`src/rtl/spi_frame_pkg.sv`:
```
// Shared types and constants for the SPI frame receiver: sync word,
// receiver states, frame word slots and waveform encoding.
package spi_frame_pkg;

  localparam logic [31:0] SYNC_WORD_DEFAULT = 32'h0000_FFFF;

  typedef enum logic {HUNT, RECV} rx_state_t;

  // Slot of each 32-bit word inside one frame, in transmission order.
  localparam logic [1:0] WORD_PRD1 = 2'd0;
  localparam logic [1:0] WORD_PRD2 = 2'd1;
  localparam logic [1:0] WORD_PRD3 = 2'd2;
  localparam logic [1:0] WORD_CTRL = 2'd3;

  typedef enum logic [1:0] {
    WF_SQUARE = 2'd0,
    WF_SAW    = 2'd1,
    WF_TRI    = 2'd2,
    WF_SINE   = 2'd3
  } waveform_t;

  // A control word is accepted only when every reserved bit is zero.
  function automatic logic ctrl_ok(input logic [31:0] ctrl);
    return ctrl[31:4] == 28'd0;
  endfunction

endpackage

```
`src/rtl/spi_frame_receiver_sync_edge.sv`:
```
// Two-flop synchronizer for one asynchronous pin, plus a third flop that
// turns the synchronized level into a single-cycle rising-edge strobe.
module sync_edge (
  input  logic clk,
  input  logic reset_n,
  input  logic d,
  output logic level,
  output logic rise
);

  logic [2:0] sync_q;
  logic [2:0] sync_d;

  always_comb begin
    sync_d = {sync_q[1:0], d};
  end

  // NOTE: sequential state is always updated with non-blocking assignments so
  // every flop samples the pre-edge value of its neighbour.
  always_ff @(posedge clk or negedge reset_n) begin
    if (!reset_n) begin
      sync_q <= '0;
    end else begin
      sync_q <= sync_d;
    end
  end

  assign level = sync_q[1];
  assign rise  = sync_q[1] & ~sync_q[2];

endmodule

```
`src/rtl/spi_frame_receiver.sv`:
```
// SPI frame receiver: hunts for the sync word, stages three period words and
// a control word, then publishes the whole note set in a single cycle.
module spi_frame_receiver
  import spi_frame_pkg::*;
#(
  parameter logic [31:0] SYNC_WORD      = SYNC_WORD_DEFAULT,
  parameter int          TIMEOUT_CYCLES = 100000,
  parameter int          TO_W           = 17
) (
  input  logic        clk,
  input  logic        reset_n,
  input  logic        sck,
  input  logic        sdi,
  output logic [31:0] prd1,
  output logic [31:0] prd2,
  output logic [31:0] prd3,
  output logic [1:0]  waveform,
  output logic [1:0]  notes,
  output logic        frame_valid,
  output logic        frame_err,
  output logic        locked
);

  localparam logic [TO_W-1:0] TO_LIMIT = TO_W'(TIMEOUT_CYCLES);

  logic sck_rise;
  logic sck_level_unused;
  logic sdi_s;
  logic sdi_rise_unused;

  sync_edge u_sck_sync (
    .clk     (clk),
    .reset_n (reset_n),
    .d       (sck),
    .level   (sck_level_unused),
    .rise    (sck_rise)
  );

  sync_edge u_sdi_sync (
    .clk     (clk),
    .reset_n (reset_n),
    .d       (sdi),
    .level   (sdi_s),
    .rise    (sdi_rise_unused)
  );

  rx_state_t         state_q,       state_d;
  logic [31:0]       shift_q,       shift_d;
  logic [4:0]        bit_cnt_q,     bit_cnt_d;
  logic [1:0]        word_idx_q,    word_idx_d;
  logic [TO_W-1:0]   to_cnt_q,      to_cnt_d;
  logic [3:0][31:0]  staging_q,     staging_d;
  logic              shifted_q,     shifted_d;
  logic              commit_q,      commit_d;
  logic [31:0]       prd1_q,        prd1_d;
  logic [31:0]       prd2_q,        prd2_d;
  logic [31:0]       prd3_q,        prd3_d;
  waveform_t         waveform_q,    waveform_d;
  logic [1:0]        notes_q,       notes_d;
  logic              frame_valid_q, frame_valid_d;
  logic              frame_err_q,   frame_err_d;

  logic [31:0]       rx_word;
  logic [TO_W-1:0]   to_next;

  assign rx_word = {shift_q[30:0], sdi_s};
  assign to_next = to_cnt_q + TO_W'(1);

  // NOTE: every signal assigned here gets its default first, so no path
  // through the case statement can leave one unassigned and infer a latch.
  always_comb begin
    state_d       = state_q;
    shift_d       = shift_q;
    bit_cnt_d     = bit_cnt_q;
    word_idx_d    = word_idx_q;
    to_cnt_d      = to_cnt_q;
    staging_d     = staging_q;
    shifted_d     = sck_rise;
    commit_d      = 1'b0;
    prd1_d        = prd1_q;
    prd2_d        = prd2_q;
    prd3_d        = prd3_q;
    waveform_d    = waveform_q;
    notes_d       = notes_q;
    frame_valid_d = 1'b0;
    frame_err_d   = 1'b0;

    if (sck_rise) begin
      shift_d = rx_word;
    end

    unique case (state_q)
      HUNT: begin
        // Only a fresh shift can complete the sync word; stale register
        // contents left over from an earlier frame never re-trigger a lock.
        if (shifted_q && shift_q == SYNC_WORD) begin
          state_d    = RECV;
          bit_cnt_d  = '0;
          word_idx_d = '0;
          to_cnt_d   = '0;
        end
      end

      RECV: begin
        if (commit_q) begin
          state_d = HUNT;
          if (ctrl_ok(staging_q[WORD_CTRL])) begin
            prd1_d        = staging_q[WORD_PRD1];
            prd2_d        = staging_q[WORD_PRD2];
            prd3_d        = staging_q[WORD_PRD3];
            waveform_d    = waveform_t'(staging_q[WORD_CTRL][1:0]);
            notes_d       = staging_q[WORD_CTRL][3:2];
            frame_valid_d = 1'b1;
          end else begin
            frame_err_d = 1'b1;
          end
        end else if (sck_rise) begin
          // An accepted bit always wins over a timeout expiring this cycle.
          bit_cnt_d = bit_cnt_q + 5'd1;
          to_cnt_d  = '0;
          if (bit_cnt_q == 5'd31) begin
            staging_d[word_idx_q] = rx_word;
            word_idx_d            = word_idx_q + 2'd1;
            commit_d              = (word_idx_q == WORD_CTRL);
          end
        end else if (to_next == TO_LIMIT) begin
          state_d     = HUNT;
          frame_err_d = 1'b1;
          to_cnt_d    = '0;
          staging_d   = '0;
        end else begin
          to_cnt_d = to_next;
        end
      end

      default: state_d = HUNT;
    endcase
  end

  // NOTE: the staging words are cleared on reset as well, because a timeout
  // discard and a partial frame must never leak old data into a commit.
  always_ff @(posedge clk or negedge reset_n) begin
    if (!reset_n) begin
      state_q       <= HUNT;
      shift_q       <= '0;
      bit_cnt_q     <= '0;
      word_idx_q    <= '0;
      to_cnt_q      <= '0;
      staging_q     <= '0;
      shifted_q     <= 1'b0;
      commit_q      <= 1'b0;
      prd1_q        <= '0;
      prd2_q        <= '0;
      prd3_q        <= '0;
      waveform_q    <= WF_SQUARE;
      notes_q       <= '0;
      frame_valid_q <= 1'b0;
      frame_err_q   <= 1'b0;
    end else begin
      state_q       <= state_d;
      shift_q       <= shift_d;
      bit_cnt_q     <= bit_cnt_d;
      word_idx_q    <= word_idx_d;
      to_cnt_q      <= to_cnt_d;
      staging_q     <= staging_d;
      shifted_q     <= shifted_d;
      commit_q      <= commit_d;
      prd1_q        <= prd1_d;
      prd2_q        <= prd2_d;
      prd3_q        <= prd3_d;
      waveform_q    <= waveform_d;
      notes_q       <= notes_d;
      frame_valid_q <= frame_valid_d;
      frame_err_q   <= frame_err_d;
    end
  end

  assign prd1        = prd1_q;
  assign prd2        = prd2_q;
  assign prd3        = prd3_q;
  assign waveform    = waveform_q;
  assign notes       = notes_q;
  assign frame_valid = frame_valid_q;
  assign frame_err   = frame_err_q;
  assign locked      = (state_q == RECV);

endmodule

```
`config.mk`:
```
export PLATFORM = sky130hd
export DESIGN_NAME = spi_frame_receiver
export DESIGN_NICKNAME = d
export VERILOG_FILES = /design/src/rtl/spi_frame_pkg.sv /design/src/rtl/spi_frame_receiver_sync_edge.sv /design/src/rtl/spi_frame_receiver.sv
export SDC_FILE = /design/constraint.sdc
export NUM_CORES = 1
export LEC_CHECK = 0
export CAP_MARGIN = 20
export CORE_UTILIZATION = 45
export DETAILED_ROUTE_END_ITERATION = 10
export HOLD_SLACK_MARGIN = 0.03
export PLACE_DENSITY = 0.79
export SKIP_LAST_GASP = 1
export SYNTH_ARGS = -nofsm -noshare
export SYNTH_HDL_FRONTEND = slang
export SYNTH_SLANG_ARGS = --single-unit
```
`constraint.sdc`:
```
create_clock -name clk -period 2.3 [get_ports clk]
set_input_delay 0.575 -clock clk [delete_from_list [all_inputs] [get_ports clk]]
set_output_delay 0.575 -clock clk [all_outputs]
set_load 0.005 [all_outputs]
```
**After elaboration in Yosys (flattened, before gate mapping)**

Index checks and enable logic that the tools add are counted.
Widths: inputs -> output; s select.

- Bits in registers: 294
- Latch bits: 0
- RAM bits: 0
- ROM bits: 0
- Bits of input ports: 4
- Memories kept: 0

- Add/sub/neg operators: 3
- $mul: 0
- Divide/modulo/power cells: 0
- Order comparisons: 2
- Equal/unequal tests: 9
- Shift operators: 0
- Mux-type cells: 37
- Bitwise gates (word level): 4
- Reductions and logical operators: 9

Operators by type and width:

| kind | count |
|---|---|
| $mux 128 | 3 |
| $bwmux 128 | 1 |
| $mux 17 | 4 |
| $demux 32 s2 | 1 |
| $pmux 17 s2 | 1 |
| $eq 32x16->1 const B | 1 |
| $mux 32 | 1 |
| $logic_not 28->1 | 1 |
| $add 17x1->17 const B | 1 |
| $eq 17x17->1 const B | 1 |
| $mux 1 | 16 |
| $mux 5 | 3 |
| $pmux 5 s2 | 1 |
| $mux 2 | 4 |
| $reduce_and 4->1 | 2 |
| $ne 2x1->1 const B | 3 |
| $reduce_and 3->1 | 2 |
| $add 5x1->5 const B | 1 |
| $eq 5x5->1 const B | 1 |
| $ne 2x2->1 const B | 2 |
| $pmux 2 s2 | 1 |
| $lt 2x3->1 const B | 1 |
| $not 1->1 | 3 |
| $add 2x1->2 const B | 1 |
| other kinds (7) | 8 |

**Longest topological paths before layout**

Gate-level depths: netlist of run 1.

- Word-level depth: 7
- Gate-level depth with buffers: 10

**Hierarchy**

A second synthesis of run 1 with hierarchy kept.

- Cells, all modules: 1,068
- Area total of the unflattened synthesis: 12,040.3 sq um

By module, submodules not included:

| module | times used | cells an instance | area each (sq um) | seq. area each (sq um) |
|---|---|---|---|---|
| spi_frame_receiver | 1 | 1,060 | 11,862.6 | 7,231.9 |
| sync_edge | 2 | 4 | 88.8 | 75.1 |

**Least setup slack after synthesis of run 1**

OpenSTA, ideal clock, no wires.

- Kind: register to register
- Start: register to_cnt_q[0]
- End: register staging_q[28] (netlist bit)
- Setup time: 0.118 ns
- Data arrival time: 2.222 ns
- Required time: 2.182 ns
- Setup slack: -0.040 ns
- Stages on the path, launching flop included: 10
- Period minus slack after synthesis: 2.340 ns
- Cells stage by stage: dfrtp_1 ha_1 nand2_2 nor3_4 or3_1 a2111oi_4 and4_4 buf_12 buf_12 o21ai_2

- Longest elaborated chain between the ends: 4

Ends and longest elaborated chain:

| element | RTL line | RTL |
|---|---|---|
| start: declaration | spi_frame_receiver.sv:51 | `logic [TO_W-1:0] to_cnt_q, to_cnt_d;` |
| start signal: assignment | spi_frame_receiver.sv:164 | `to_cnt_q <= to_cnt_d;` |
| $add 17x1->17 | spi_frame_receiver.sv:67 | `assign to_next = to_cnt_q + TO_W'(1);` |
| $eq 17x17->1 | spi_frame_receiver.sv:126 | `end else if (to_next == TO_LIMIT) begin` |
| $reduce_bool 2->1 (no source line) | -- |  |
| $reduce_and 4->1 (no source line) | -- |  |
| end signal: assignment | spi_frame_receiver.sv:165 | `staging_q <= staging_d;` |
| end: declaration | spi_frame_receiver.sv:52 | `logic [3:0][31:0] staging_q, staging_d;` |

Every way passes these cells.
A chain may end at the register's enable or synchronous reset.

**Final worst setup path of run 1**

- Start: register to_cnt_q[1]
- End: register staging_q[114] (netlist bit)

Same word-level chain as after synthesis.

==> impl_metrics.json, run 1 <==
{
  "drc_errors": 0,
  "cp_slowest_stage_delay_ps": 440,
  "clk_pin_slew_ps": 70,
  "worstPathArrival_ps": 2880,
  "rsz0062_at_grt": "true",
  "grt_pass1_wl_mm": 47.9,
  "synth_mux_area_share_pct": 9.06,
  "synth_top_family_by_area": "simple AND/OR/NAND/NOR gates",
  "drt-total-wl_mm": 30.0,
  "synth_area_leaders": "dfrtp_1, nand2_1, mux2_2",
  "cts_tree": "yes",
  "netlist_area_mm2": 0.0124,
  "insertion_delay_ps": 560,
  "grtUsageTotal_pct": 21.1,
  "hp-class": "flop to flop",
  "fp.dieW_um": 168,
  "synth_simple_gate_area_share_pct": 15.4,
  "final.period_utilization_pct": 106,
  "critical_path_depth": 9,
  "cts.path.max_buffers": 3,
  "yosysWarnings": 0,
  "start_kind": "flop",
  "synthDistinctLibCells": 51,
  "synthCells": 1115,
  "synthArstFlopShare_pct": 100,
  "fin_total_pwr_mw": 10.9,
  "drive_gt1_share_pct": 30.7,
  "timing.slew.headroom_pct": 66.4,
  "place_inst": 1582,
  "violations": "setup timing",
  "vias": 8985,
  "synth_common_cells": "nand2_1, dfrtp_1, mux2_2, o21ai_2, clkbuf_1",
  "synth_compound_area_share_pct": 10.3,
  "core_mm2": 0.0270,
  "overflow": 0,
  "power_density_mw_per_mm2": 681,
  "synth_edf_count": 0,
  "yosys.area_share.xor_xnor_pct": 1.27,
  "die_area_mm2": 0.0283,
  "critPathSlowestCell": "dfrtp_2",
  "finalClockSkew_ps": 21.4,
  "setup_slack_ps": -129,
  "min_period_ps": 2430,
  "r2r_cells": 9,
  "yosys.area.top_type_share_pct": 59.2,
  "ys_seq_area_share_pct": 59.2,
  "area_growth_pct": 28.8,
  "ys.flop_type": "dfrtp_1",
  "cp.required_ps": 2750,
  "placed_cell_area_mm2": 0.0143,
  "post-route-util_pct": 59.2,
  "drt_pass1_iterations": 5,
  "pin_count": 107,
  "drt-initial-drc-count": 719,
  "vias_per_cell": 5.39,
  "hold_violations": 0,
  "vdd_drop_max_v": 0.000546,
  "grt_pass1_vias": 8953,
  "initial_core_util_pct": 46.0,
  "root_buffer": "clkbuf_16",
  "maxCapViolCount": 0,
  "worstPathMaxFanout": 8,
  "maxSlewViolCount": 0,
  "place_ws_ps": -139,
  "n_antenna_cell": 0,
  "std_cell_rows": 60,
  "holdPathStages": 0,
  "crit_path_cell_trace": "buf_4 -> and3_4 -> nor4b_2 -> o21ai_1 -> a2111oi_4 -> and4_4 -> buf_4 -> bufbuf_16 -> o21ai_2",
  "fin_nets": 1315,
  "port-buffer-count": 106,
  "ys_ff_latch": 294,
  "wl_per_cell_um": 18.0,
  "numClockSinks": 294,
  "finalNonFillerCells": 1667,
  "critPathMostFrequentCell": "buf_4",
  "max_freq_ghz": 0.412,
  "power.leakage_nw": 7.49,
  "syn_nets": 1126,
  "outcome": "finished, violations left",
  "chipHeight_um": 168,
  "antenna_left": 0,
  "end_kind": "flop",
  "tightest_slew_ps": 497,
  "setup_viol": 105,
  "grt_antenna_before_repair": 0,
  "syn_avg_cell_area_um2": 11.2,
  "path_buf_inv": 3,
  "finalInstanceArea_mm2": 0.0160,
  "place.gp.congestion": 0.841,
  "hpwl_mm": 18.6,
  "grt_max_degree": 71,
  "crit_family": "simple AND/OR/NAND/NOR gates",
  "fillers": 2139,
  "yosys.cell_count.top_type": "nand2_1",
  "htreeDepth": 1,
  "critical_path_class": "flop to flop",
  "yosysTopAreaCell": "dfrtp_1",
  "numCtsBuffers": 29,
  "fin_tns_setup_ps": -7100,
  "worst_hold_slack_ps": 348,
  "synth-adder-area-share_pct": 0.704
}
[layout make-up]
cell class,count,area [µm²],area share (%)
tap,341,427,2.67
sequential,294,7360,46.0
timing repair buffer,226,2450,15.3
multi-input combinational,744,4660,29.1
inverter,9,33.8,0.211
clock inverter,22,314,1.96
clock buffer,31,753,4.71
[kinds of logic after synthesis]
logic type / Yosys count
AOI/OAI and AO/OA: 165
xor gates and xnor gates: 18
adders and majority gates: 7
buffers and inverters: 77
DFF: 294
muxes: 100
and+or+nand+nor: 454
[report_power, final]
group | switching [mW] | internal [mW]
Combinational | 0.251 | 0.106
Sequential | 0.0646 | 5.23
Clock | 2.07 | 3.17
Total | 2.39 | 8.51
[final timing paths]
kind                                            from                   end  slack [ps]
worst max-delay path                     to_cnt_q[1]        staging_q[114]        -130
worst min-delay path            u_sdi_sync.sync_q[0]  u_sdi_sync.sync_q[1]         350
worst max register to register           to_cnt_q[1]        staging_q[114]        -130
worst min register to register  u_sdi_sync.sync_q[0]  u_sdi_sync.sync_q[1]         350
max in group asynchronous                    reset_n           to_cnt_q[5]        1060
min in group asynchronous                    reset_n         staging_q[97]         550
[timing repair]
action / in CTS / in global routing
gates cloned: 6 / 3
hold buffers: 1 / 0
resized for setup: 14 / 19
pin swaps: 30 / 8
hold endpoints to repair: 45 / 0
buffers inserted: 14 / 9
setup endpoints to repair: 118 / 132
[cells in the final DEF, fill, tap and decap left out, types with 3 or more instances in the layout]
cell	n
nand4_1	8
buf_16	6
nand3_1	9
and3_1	3
clkdlybuf4s50_1	105
buf_12	22
xor2_1	6
o31ai_1	5
nor3_1	3
nand2_1	379
ha_1	6
o21ai_2	100
clkbuf_16	32
o21ai_0	33
clkinvlp_4	4
clkinv_2	9
bufinv_16	7
xnor2_1	11
nor4_1	10
a22o_1	3
nand3_2	4
inv_1	8
o21ai_1	11
buf_4	84
dfrtp_1	290
nor2_1	11
mux2_2	100
buf_6	3
dfrtp_2	4
[registers in the layout (all words and copies together), names as in the netlist]
register / cells
staging_q: 128
shift_q: 32
prd1: 32
prd3: 32
locked: 1
bit_cnt_q: 5
frame_valid: 1
word_idx_q: 2
frame_err: 1
commit_q: 1
waveform: 2
shifted_q: 1
u_sck_sync.sync_q: 3
notes: 2
prd2: 32
u_sdi_sync.sync_q: 2
to_cnt_q: 17
[per-layer routing]
metal,track usage [%],part of all wire [%],vias to the layer above
met3,2.44,4.8,42
met2,34.6,48,270
met5,0,0,-
met4,5.42,1.8,0
li1,-,-,4105
met1,29.8,45,4568
Power figures use the tool's default switching activity.
==> inputs of run 2 (changes only) <==
- ABC_CLOCK_PERIOD_IN_PS: not set -> 2300
==> results of run 2 <==
Same layout as run 1: the final DEF is identical, and so are final timing and power.
==> inputs of run 3 (changes only) <==
- CORE_UTILIZATION: 45 -> 52
- PLACE_DENSITY: 0.79 -> 0.88
- REMOVE_ABC_BUFFERS: not set -> 1
==> impl_metrics.json, run 3 (synthesis gave the netlist of run 1 again) <==
{
  "outcome": "finished, violations left",
  "violations": "setup timing",
  "fp.dieW_um": 157,
  "hp-class": "flop to flop",
  "vias_per_cell": 5.80,
  "n_antenna_cell": 0,
  "power.internal_mw": 7.77,
  "vdd_drop_max_v": 0.000545,
  "finalClockSkew_ps": 11.1,
  "maxSlewViolCount": 0,
  "drt_pass1_iterations": 5,
  "overflow": 0,
  "maxCapViolCount": 0,
  "setup_viol": 91,
  "numCtsBuffers": 29,
  "root_buffer": "clkbuf_16",
  "start_kind": "flop",
  "port-buffer-count": 106,
  "drive_gt1_share_pct": 30.1,
  "worstPathMaxFanout": 7,
  "area_growth_pct": 26.3,
  "hpwl_mm": 19.2,
  "fin_nets": 1311,
  "numClockSinks": 294,
  "end_kind": "flop",
  "rsz0062_at_grt": "true",
  "worst_hold_slack_ps": 357,
  "setup_slack_ps": -133,
  "p_switching_mw": 2.28,
  "place.gp.congestion": 0.855,
  "cts_tree": "yes",
  "grt_pass1_wl_mm": 51.8,
  "timing.slew.headroom_pct": 66.6,
  "final.period_utilization_pct": 106,
  "initial_core_util_pct": 53.0,
  "pin_count": 107,
  "min_period_ps": 2430,
  "insertion_delay_ps": 540,
  "max_freq_ghz": 0.411,
  "comb_power_share_pct": 3.4,
  "clk_pin_slew_ps": 60,
  "wl_per_cell_um": 19.7,
  "critical_path_class": "flop to flop",
  "power_density_mw_per_mm2": 640,
  "grt_pass1_vias": 9772,
  "std_cell_rows": 56,
  "drc_errors": 0,
  "core_mm2": 0.0235,
  "cp.required_ps": 2720,
  "tightest_slew_ps": 500,
  "grt_max_degree": 71,
  "die_area_mm2": 0.0245,
  "cts.path.max_buffers": 3,
  "final_cell_mix": "nand2_1, dfrtp_1, o21ai_2, clkdlybuf4s50_1, mux2_2",
  "chipHeight_um": 157,
  "grt_antenna_before_repair": 0,
  "drt-initial-drc-count": 889,
  "antenna_left": 0,
  "final_common_cell": "nand2_1",
  "netSwitchingFraction_pct": 22.7,
  "largest_reg_flops": 128,
  "seqPwrFrac_pct": 52.8,
  "hold_violations": 0,
  "vias": 9496,
  "htreeDepth": 1,
  "power.leakage_nw": 7.39,
  "grtUsageTotal_pct": 27.0,
  "worstPathArrival_ps": 2860,
  "fin_tns_setup_ps": -6650,
  "drt-total-wl_mm": 32.2,
  "clkPwrFrac_pct": 43.8,
  "top_register": "staging_q"
}
-- run 3: changes by cell type in the layout (fill, tap and decap cells not counted), moves of 3 or more --
| cell | previous run | this run |
|---|---|---|
| o21ai_0 | 33 | 24 |
| dfrtp_1 | 290 | 294 |
| o21ai_2 | 100 | 108 |
| buf_12 | 22 | 18 |
| clkbuf_1 | 0 | 7 |
| buf_4 | 84 | 81 |
| dfrtp_2 | 4 | 0 |
| bufinv_16 | 7 | 0 |
| buf_8 | 1 | 4 |
| clkinv_2 | 9 | 6 |
| nor4_1 | 10 | 7 |
| buf_6 | 3 | 7 |
-- run 3: routing by layer --
metal	vias to the layer above	share of wire [%]	GRT usage, %	wire length, µm
met5	-	0	0	0
met4	0	4.5	12.6	1450
met3	125	7.0	4.43	2250
met2	504	50	45.4	16200
met1	4775	38	34.3	12300
li1	4092	-	-	-
-- run 3: power groups by stage --
stage | Sequential, mW | Combinational, mW | Clock (mW)
global placement | 5.40 | 0.312 | 0
finish | 5.31 | 0.338 | 4.41
detailed placement | 5.40 | 0.327 | 0
CTS | 5.30 | 0.334 | 4.44
floorplan | 5.40 | 0.0685 | 0
global route | 5.31 | 0.378 | 4.65
-- run 3: area by class of cell --
type	instances	area, µm²
Tap cell	319	399
Clock inverter	10	63.8
Fill cell	1556	7770
Inverter	9	37.5
Sequential cell	294	7360
Multi-Input combinational cell	744	4710
Clock buffer	40	807
Timing Repair Buffer	222	2330
-- run 3: worst paths after layout --
path                                           start              endpoint  slack (ps)  cells past startpoint
worst min register to register  u_sck_sync.sync_q[0]  u_sck_sync.sync_q[1]         360                      0
max in group asynchronous                    reset_n         staging_q[26]        1010                      3
min in group asynchronous                    reset_n         staging_q[97]         530                      2
worst min-delay path            u_sck_sync.sync_q[0]  u_sck_sync.sync_q[1]         360                      0
worst max-delay path                     to_cnt_q[0]        staging_q[114]        -130                     11
worst max register to register           to_cnt_q[0]        staging_q[114]        -130                     11
-- run 3: critical path: stages, from the launching register on --
cell and delay [ps]:
dfrtp_1 390, buf_4 170, and3_4 210, and3_1 190, o211ai_2 120, a2111oi_4 390
and4_4 320, buf_12 120, buf_12 100, buf_16 110, buf_12 120, o21ai_2 50
-- run 3: repair_timing --
item / 4_1_cts / 5_1_grt
resized for setup: 38 / 18
hold endpoints to repair: 46 / 0
setup endpoints to repair: 117 / 240
gates cloned: 5 / 1
hold buffers: 1 / 0
setup buffers: 10 / 5
pin swaps: 51 / 5
-- run 3: per-stage QoR --
step	worst slack, ps	instance area [µm²]	power, mW	utilization [%]	std cells
detailed placement	-113	14300	5.73	61.1	1566
global placement	-59.6	14300	5.71	61.1	1566
finish	-133	15700	10.1	66.9	1638
CTS	-79.1	15500	10.1	66.2	1632
floorplan	-6280	12000	5.47	-	1047
global route	-213	15700	10.3	66.9	1638
